$ cat config.mk
export PLATFORM = sky130hd
export DESIGN_NAME = instr_fetch
export DESIGN_NICKNAME = d
export VERILOG_FILES = /design/src/rtl/instr_fetch.sv
export SDC_FILE = /design/constraint.sdc
export NUM_CORES = 1
export LEC_CHECK = 0
export BUFFER_PORTS_ARGS = -buffer_cell sky130_fd_sc_hd__buf_4
export CORE_MARGIN = 4
export CORE_UTILIZATION = 55
export DETAILED_ROUTE_END_ITERATION = 6
export PLACE_DENSITY = 0.83
export SLEW_MARGIN = 20
export SYNTH_ARGS = -nofsm -noshare
export SYNTH_HDL_FRONTEND = slang
export SYNTH_SLANG_ARGS = --single-unit
$ cat constraint.sdc
create_clock -name clk -period 5.4 [get_ports clk]
set_input_delay 0.54 -clock clk [delete_from_list [all_inputs] [get_ports clk]]
set_output_delay 0.54 -clock clk [all_outputs]
set_load 0.1 [all_outputs]
$ cat src/rtl/instr_fetch.sv
// Instruction fetch: PC handshake, one in-flight memory read, circular prefetch queue.
// Optional build macro FETCH_STATS_EN adds fetch/flush counters with $display tracing.
module instr_fetch #(
  parameter int WORD  = 16,
  parameter int DEPTH = 4
) (
  input  logic            clk,
  input  logic            rst_n,
  output logic            pc_fetch,
  input  logic [WORD-1:0] pc_location,
  output logic            pc_step,
  input  logic            redirect,
  output logic            mem_req,
  output logic [WORD-1:0] mem_addr,
  input  logic            mem_ack,
  input  logic [WORD-1:0] mem_rdata,
  output logic            instr_valid,
  output logic [WORD-1:0] instr,
  output logic [WORD-1:0] instr_pc,
  input  logic            instr_ready
);
  localparam int AW = $clog2(DEPTH);
  localparam int CW = AW + 1;

  typedef enum logic [1:0] {IDLE, LOC, MEM, DRAIN} state_t;

  state_t                     state_q;
  logic                       mem_req_q;
  logic [WORD-1:0]            addr_q;
  logic [DEPTH-1:0][WORD-1:0] data_q, pc_q;
  logic [AW-1:0]              rd_ptr_q, wr_ptr_q;
  logic [CW-1:0]              count_q;
  logic                       full, push, pop;

  assign full = (count_q == CW'(DEPTH));
  // Gated by rst_n so the pulse stays low while reset is held.
  assign pc_fetch = rst_n && (state_q == IDLE) && !full && !redirect;
  assign push     = (state_q == MEM) && mem_ack && !redirect;
  assign pc_step  = push;
  assign pop      = (count_q != '0) && instr_ready && !redirect;

  assign mem_req     = mem_req_q;
  assign mem_addr    = addr_q;
  assign instr_valid = (count_q != '0);
  assign instr       = data_q[rd_ptr_q];
  assign instr_pc    = pc_q[rd_ptr_q];

  always_ff @(posedge clk or negedge rst_n) begin
    if (!rst_n) begin
      state_q   <= IDLE;
      mem_req_q <= 1'b0;
      addr_q    <= '0;
    end else begin
      case (state_q)
        IDLE: if (pc_fetch) state_q <= LOC;
        LOC: begin
          if (redirect) state_q <= IDLE;
          else begin
            addr_q    <= pc_location;
            mem_req_q <= 1'b1;
            state_q   <= MEM;
          end
        end
        MEM: begin
          if (mem_ack) begin
            mem_req_q <= 1'b0;
            state_q   <= IDLE;
          end else if (redirect) state_q <= DRAIN;
        end
        // A request is never withdrawn: wait out the ack and drop the word.
        DRAIN: begin
          if (mem_ack) begin
            mem_req_q <= 1'b0;
            state_q   <= IDLE;
          end
        end
        default: state_q <= IDLE;
      endcase
    end
  end

  always_ff @(posedge clk or negedge rst_n) begin
    if (!rst_n) begin
      data_q   <= '0;
      pc_q     <= '0;
      rd_ptr_q <= '0;
      wr_ptr_q <= '0;
      count_q  <= '0;
    end else if (redirect) begin
      rd_ptr_q <= '0;
      wr_ptr_q <= '0;
      count_q  <= '0;
    end else begin
      if (push) begin
        data_q[wr_ptr_q] <= mem_rdata;
        pc_q[wr_ptr_q]   <= addr_q;
        wr_ptr_q         <= wr_ptr_q + AW'(1);
      end
      if (pop) rd_ptr_q <= rd_ptr_q + AW'(1);
      case ({push, pop})
        2'b10:   count_q <= count_q + CW'(1);
        2'b01:   count_q <= count_q - CW'(1);
        default: count_q <= count_q;
      endcase
    end
  end

`ifdef FETCH_STATS_EN
  logic [WORD-1:0] fetch_count_q, flush_count_q;

  // A flush counts only when it actually discards something.
  always_ff @(posedge clk or negedge rst_n) begin
    if (!rst_n) begin
      fetch_count_q <= '0;
      flush_count_q <= '0;
    end else begin
      if (push) begin
        fetch_count_q <= fetch_count_q + WORD'(1);
        $display("instr_fetch: push addr=%h word=%h", addr_q, mem_rdata);
      end
      if (redirect && ((count_q != '0) || (state_q == MEM))) begin
        flush_count_q <= flush_count_q + WORD'(1);
        $display("instr_fetch: flush count=%0d", count_q);
      end
    end
  end
`else
`endif

endmodule

# [Yosys cells after proc, flatten, opt, wreduce, memory -nomap -nowiden]
# Index checks and enable logic that the tools add are counted.
[classes] mul=0 n_mux=23 div=0 eq_ne=11 n_reduce_logical=21 n_addsub=4 bitwise_logic=1 magnitude_cmp=3 shifts=0
[ops] operator="$bwmux W64" count=2
[ops] operator="$bmux W16 S2" count=2
[ops] operator="$mux W16" count=3
[ops] operator="$demux W16 S2" count=1
[ops] operator="$mux W2" count=9
[ops] operator="$logic_and A1 B1 Y1" count=8
[ops] operator="$pmux W2 S4" count=1
[ops] operator="$eq A2 B2 Y1 const B" count=3
[ops] operator="$lt A2 B3 Y1 const B" count=2
[ops] operator="$ne A2 B2 Y1 const B" count=3
[ops] operator="$pmux W3 S2" count=1
[ops] operator="$reduce_and A3 Y1" count=2
[ops] operator="$reduce_bool A2 Y1" count=3
[ops] operator="$reduce_bool A3 Y1" count=2
[ops] operator="$add A2 B1 Y2 const B" count=2
[ops] operator="$eq A2 B1 Y1 const B" count=2
[ops] operator="$reduce_and A2 Y1" count=2
[ops] operator="$add A3 B1 Y3 const B" count=1
[ops] operator="$eq A3 B3 Y1 const B" count=1
[ops] operator="$mux W3" count=1
[ops] operator="$ne A3 B3 Y1 const B" count=1
[ops] operator="$sub A3 B1 Y3 const B" count=1
[ops] operator="$ge A2 B1 Y1 const B" count=1
[ops] operator="$logic_not A1 Y1" count=2
[ops] operator="6 further kinds" count=7
[totals] ram_bits=0 latchBits=0 wordCells=77 reg_bits=154 romBits=0 output_inout_bits=52 inputBits=37 memories=0

# [Longest topological paths before layout]
[logic_depth] word_depth=6 depth_mapped=7 depth_no_buf=6

# [Least setup slack after synthesis]
# Ideal clock, no wire load.
[synth_timing] path_kind="input to output" start="input redirect" end="output pc_fetch" arrival_time_ns=2.211 stages=4 required_time_ns=4.860 setup_slack_ns=2.649 n_path_buf=1 cell_sequence="clkbuf_1 -> nor2_1 -> nand3b_1 -> nor2_1"
[synth_via] elab_chain_cells=2
[synth_lines] element="start: declaration" line="12" source="input logic redirect,"
[synth_lines] element="$logic_not A1 Y1" line="37" source="assign pc_fetch = rst_n && (state_q == IDLE) && !full && !redirect;"
[synth_lines] element="$logic_and A1 B1 Y1" line="37"
[synth_lines] element="end: declaration" line="9" source="output logic pc_fetch,"
# Every way passes these cells.

# [Worst setup path in the final report]
[layout_timing] start="register rd_ptr_q[0]" end="output instr[0]"
[layout_via] elab_chain_cells=2
[layout_lines] element="start: declaration" line="31" source="logic [AW-1:0] rd_ptr_q, wr_ptr_q;"
[layout_lines] element="start signal: assignment" line="99" source="if (pop) rd_ptr_q <= rd_ptr_q + AW'(1);"
[layout_lines] element="$bmux W16 S2" line="45" source="assign instr = data_q[rd_ptr_q];"
[layout_lines] element="$mux W16 (not written as such)" line="45"
[layout_lines] element="end: declaration" line="18" source="output logic [WORD-1:0] instr,"
# Every way passes these cells. The select of a mux whose other input is x is not followed.

==> flow_metrics.env <==
export IMPL_slowest_stage="mux4_2"
export IMPL_dp_cells=641
export IMPL_grt_overflow=0
export IMPL_end_kind="output pin"
export IMPL_cp_data_arrival_time_ns=2.32
export IMPL_critPathMaxStageDelay_ns=0.60
export IMPL_cts_resized=0
export IMPL_diodes=0
export IMPL_syn_area_per_cell_um2=16.8
export IMPL_cts_tree="yes"
export IMPL_status="completed"
export IMPL_yosys_register_bits=154
export IMPL_fmax_ghz=0.349
export IMPL_start_kind="flop"
export IMPL_cp_max_fo=27
export IMPL_nets=534
export IMPL_cts_path_max_buffers=2
export IMPL_worstHoldPathType="input pin to async pin"
export IMPL_setup_tns_ns=0
export IMPL_post_route_period_util_pct=53.1
export IMPL_cts_setup_buffers=0
export IMPL_timing_max_cap_violations=0
export IMPL_vias=3804
export IMPL_fin_cells=673
export IMPL_yosys_warnings=0
export IMPL_synth_cell_type_count=36
export IMPL_rows=40
export IMPL_routed_via_density=5.65
export IMPL_rsz0062_at_grt="false"
export IMPL_track_usage_pct=20.1
export IMPL_portBuffers=88
export IMPL_h_tree_depth=4
export IMPL_ctsHoldBuffers=0
export IMPL_synth_nets=448
export IMPL_finClkSkew_ns=0.00605
export IMPL_tightest_slew_ns=1.07
export IMPL_crit_chain="buf_4, mux4_2, buf_4"
export IMPL_clock_sinks=154
export IMPL_dp_hpwl_mm=8.16
export IMPL_grt_pass1_wl_mm=22.1
export IMPL_finalHoldViolations=0
export IMPL_start_util_pct=56.5
export IMPL_die_area_mm2=0.0143
export IMPL_die_y_um=120
export IMPL_io_pins=89
export IMPL_root_buffer="clkbuf_16"
export IMPL_core_area_mm2=0.0121
export IMPL_critPathRequiredTime_ns=4.86
export IMPL_syn_cell_area_mm2=0.00684
export IMPL_cts_buffers=17
export IMPL_ant_nets=0
export IMPL_grt_pass1_vias=4219
export IMPL_dr_pass1_iters=4
export IMPL_drive_gt1_share_pct=60.8
export IMPL_critPathKind="flop to output pin"
export IMPL_area_delta_synth_final_pct=19.6
export IMPL_crit_top_cell="buf_4"
export IMPL_synthCells=406
export IMPL_gp_congestion=0.684
export IMPL_antenna_found_initial=0
export IMPL_clk_pin_slew_ns=0.06
export IMPL_die_w_um=120
export IMPL_routedWlPerCell_um=19.7
export IMPL_finalSetupViolations=0
export IMPL_grt_max_degree=89
export IMPL_fin_crit_ns=2.86
export IMPL_wl_mm=13.3
export IMPL_drc=0
export IMPL_clk_latency_ns=0.42
export IMPL_drv_slew=0
export IMPL_dr_first_iter_drc_count=180
export IMPL_relSlewSlack_pct=28.3
export IMPL_seq_area_frac_synth_pct=56.3
## layout make-up
cell class / count / area (um2)
well taps: 168 / 210
flip-flops and latches: 154 / 3860
clock buffers: 20 / 457
repair buffers: 90 / 683
inverters: 4 / 15.0
clock inverters: 12 / 171
multi-input cells: 225 / 2790
fillers: 850 / 3930
## placed cells by master, fill, tap and decap left out, types with 2 or more instances in the layout
cell type   Yosys  routed
dfrtp_1       154     152
mux2_2        135     135
buf_4           2      88
mux4_2         32      32
clkbuf_16       0      17
mux2_4          9       9
nor2_1          7       7
inv_1           4       4
nand2_4         4       4
nand2_1         4       4
ha_1            4       4
bufinv_16       0       4
clkinv_2        0       4
nand3b_1        3       3
clkinvlp_4      0       3
nor3_1          2       2
or3_1           2       2
xor2_1          2       2
nand3_1         2       2
mux2i_1         2       2
clkbuf_8        0       2
buf_6          12       2
dfrtp_2         0       2
## cells by family (layout without fill, tap and decap cells)
logic type / count (synthesis) / after routing / share of synthesized area [%]
fa+ha+maj: 5 / 5 / 1.02
flops: 154 / 154 / 56.3
simple gates: 33 / 33 / 3.33
buf+inv: 27 / 126 / 3.00
xor+xnor: 4 / 4 / 0.732
mux: 178 / 178 / 35.0
compound gates: 5 / 5 / 0.531
## per-layer routing
metal | GRT usage (%) | wire [um] | share of wire (%)
met2 | 32.4 | 6760 | 51
met1 | 26.9 | 5700 | 43
met3 | 5.51 | 639 | 4.8
met5 | 0 | 0 | 0
met4 | 6.08 | 174 | 1.3
## sequential cells by signal (all words and copies together) (netlist names)
name	count
mem_req	1
pc_q	64
data_q	64
rd_ptr_q	2
count_q	3
mem_addr	16
state_q	2
wr_ptr_q	2
## cell usage after synthesis (all sizes together)
| cell | count | area [um2] |
|---|---|---|
| and3b | 1 | 10.0 |
| mux2i | 2 | 20.0 |
| dfrtp | 154 | 3850 |
| o311ai | 1 | 8.76 |
| nor2 | 7 | 26.3 |
| clkbuf | 4 | 15.0 |
| nor2b | 1 | 6.26 |
| nand4 | 1 | 6.26 |
| nand2 | 8 | 60.1 |
| nand4b | 1 | 8.76 |
| nand3 | 2 | 10.0 |
| mux4 | 32 | 721 |
| xor2 | 2 | 17.5 |
| o21ai | 1 | 5.00 |
| nor3 | 2 | 10.0 |
| fa | 1 | 20.0 |
| a311oi | 1 | 8.76 |
| buf | 19 | 175 |
| or3b | 1 | 8.76 |
| mux2 | 144 | 1660 |
| or4b | 1 | 10.0 |
| nor3b | 1 | 12.5 |
| or3 | 2 | 12.5 |
| o31ai | 1 | 7.51 |
| xor3 | 1 | 23.8 |
| and4bb | 1 | 16.3 |
| ha | 4 | 50.1 |
| o22ai | 1 | 6.26 |
| nand3b | 3 | 22.5 |
| inv | 4 | 15.0 |
| xnor2 | 1 | 8.76 |
| or2b | 1 | 7.51 |
## critical path, delay by kind of cell, from the launching register on
| kind | cells | cell delay (ns) |
|---|---|---|
| flip-flops | 1 | 0.51 |
| buffers and inverters | 2 | 0.77 |
| multiplexers | 1 | 0.60 |
## through the flow
stage	hold WS (ns)	setup WS [ns]	util [%]	area, um2
after global routing	0.167	2.37	67.5	8180
after detailed placement	0.481	2.89	62.3	7550
final	0.116	2.54	67.5	8180
after floorplan	0.244	2.65	-	6840
after CTS	0.130	2.46	67.5	8180
after global placement	0.466	2.93	62.3	7550
## final timing paths
kind	slack [ns]	startpoint	endpoint	cells after the start
min in group clk	0.35	pc_location[5]	mem_addr[5]$_DFFE_PN0P_	2
worst max register to register	2.86	count_q[1]$_DFFE_PN0P_	count_q[1]$_DFFE_PN0P_	6
worst min register to register	0.50	mem_req$_DFFE_PN0P_	mem_req$_DFFE_PN0P_	2
max in group asynchronous	4.02	rst_n	data_q[22]$_DFFE_PN0P_	2
worst min-delay path	0.12	rst_n	data_q[12]$_DFFE_PN0P_	1
worst max-delay path	2.54	rd_ptr_q[0]$_DFFE_PN0P_	instr[0]	3
Power is not shown: default switching activity piles up to over one toggle a cycle in this logic, so the estimate is an artifact.
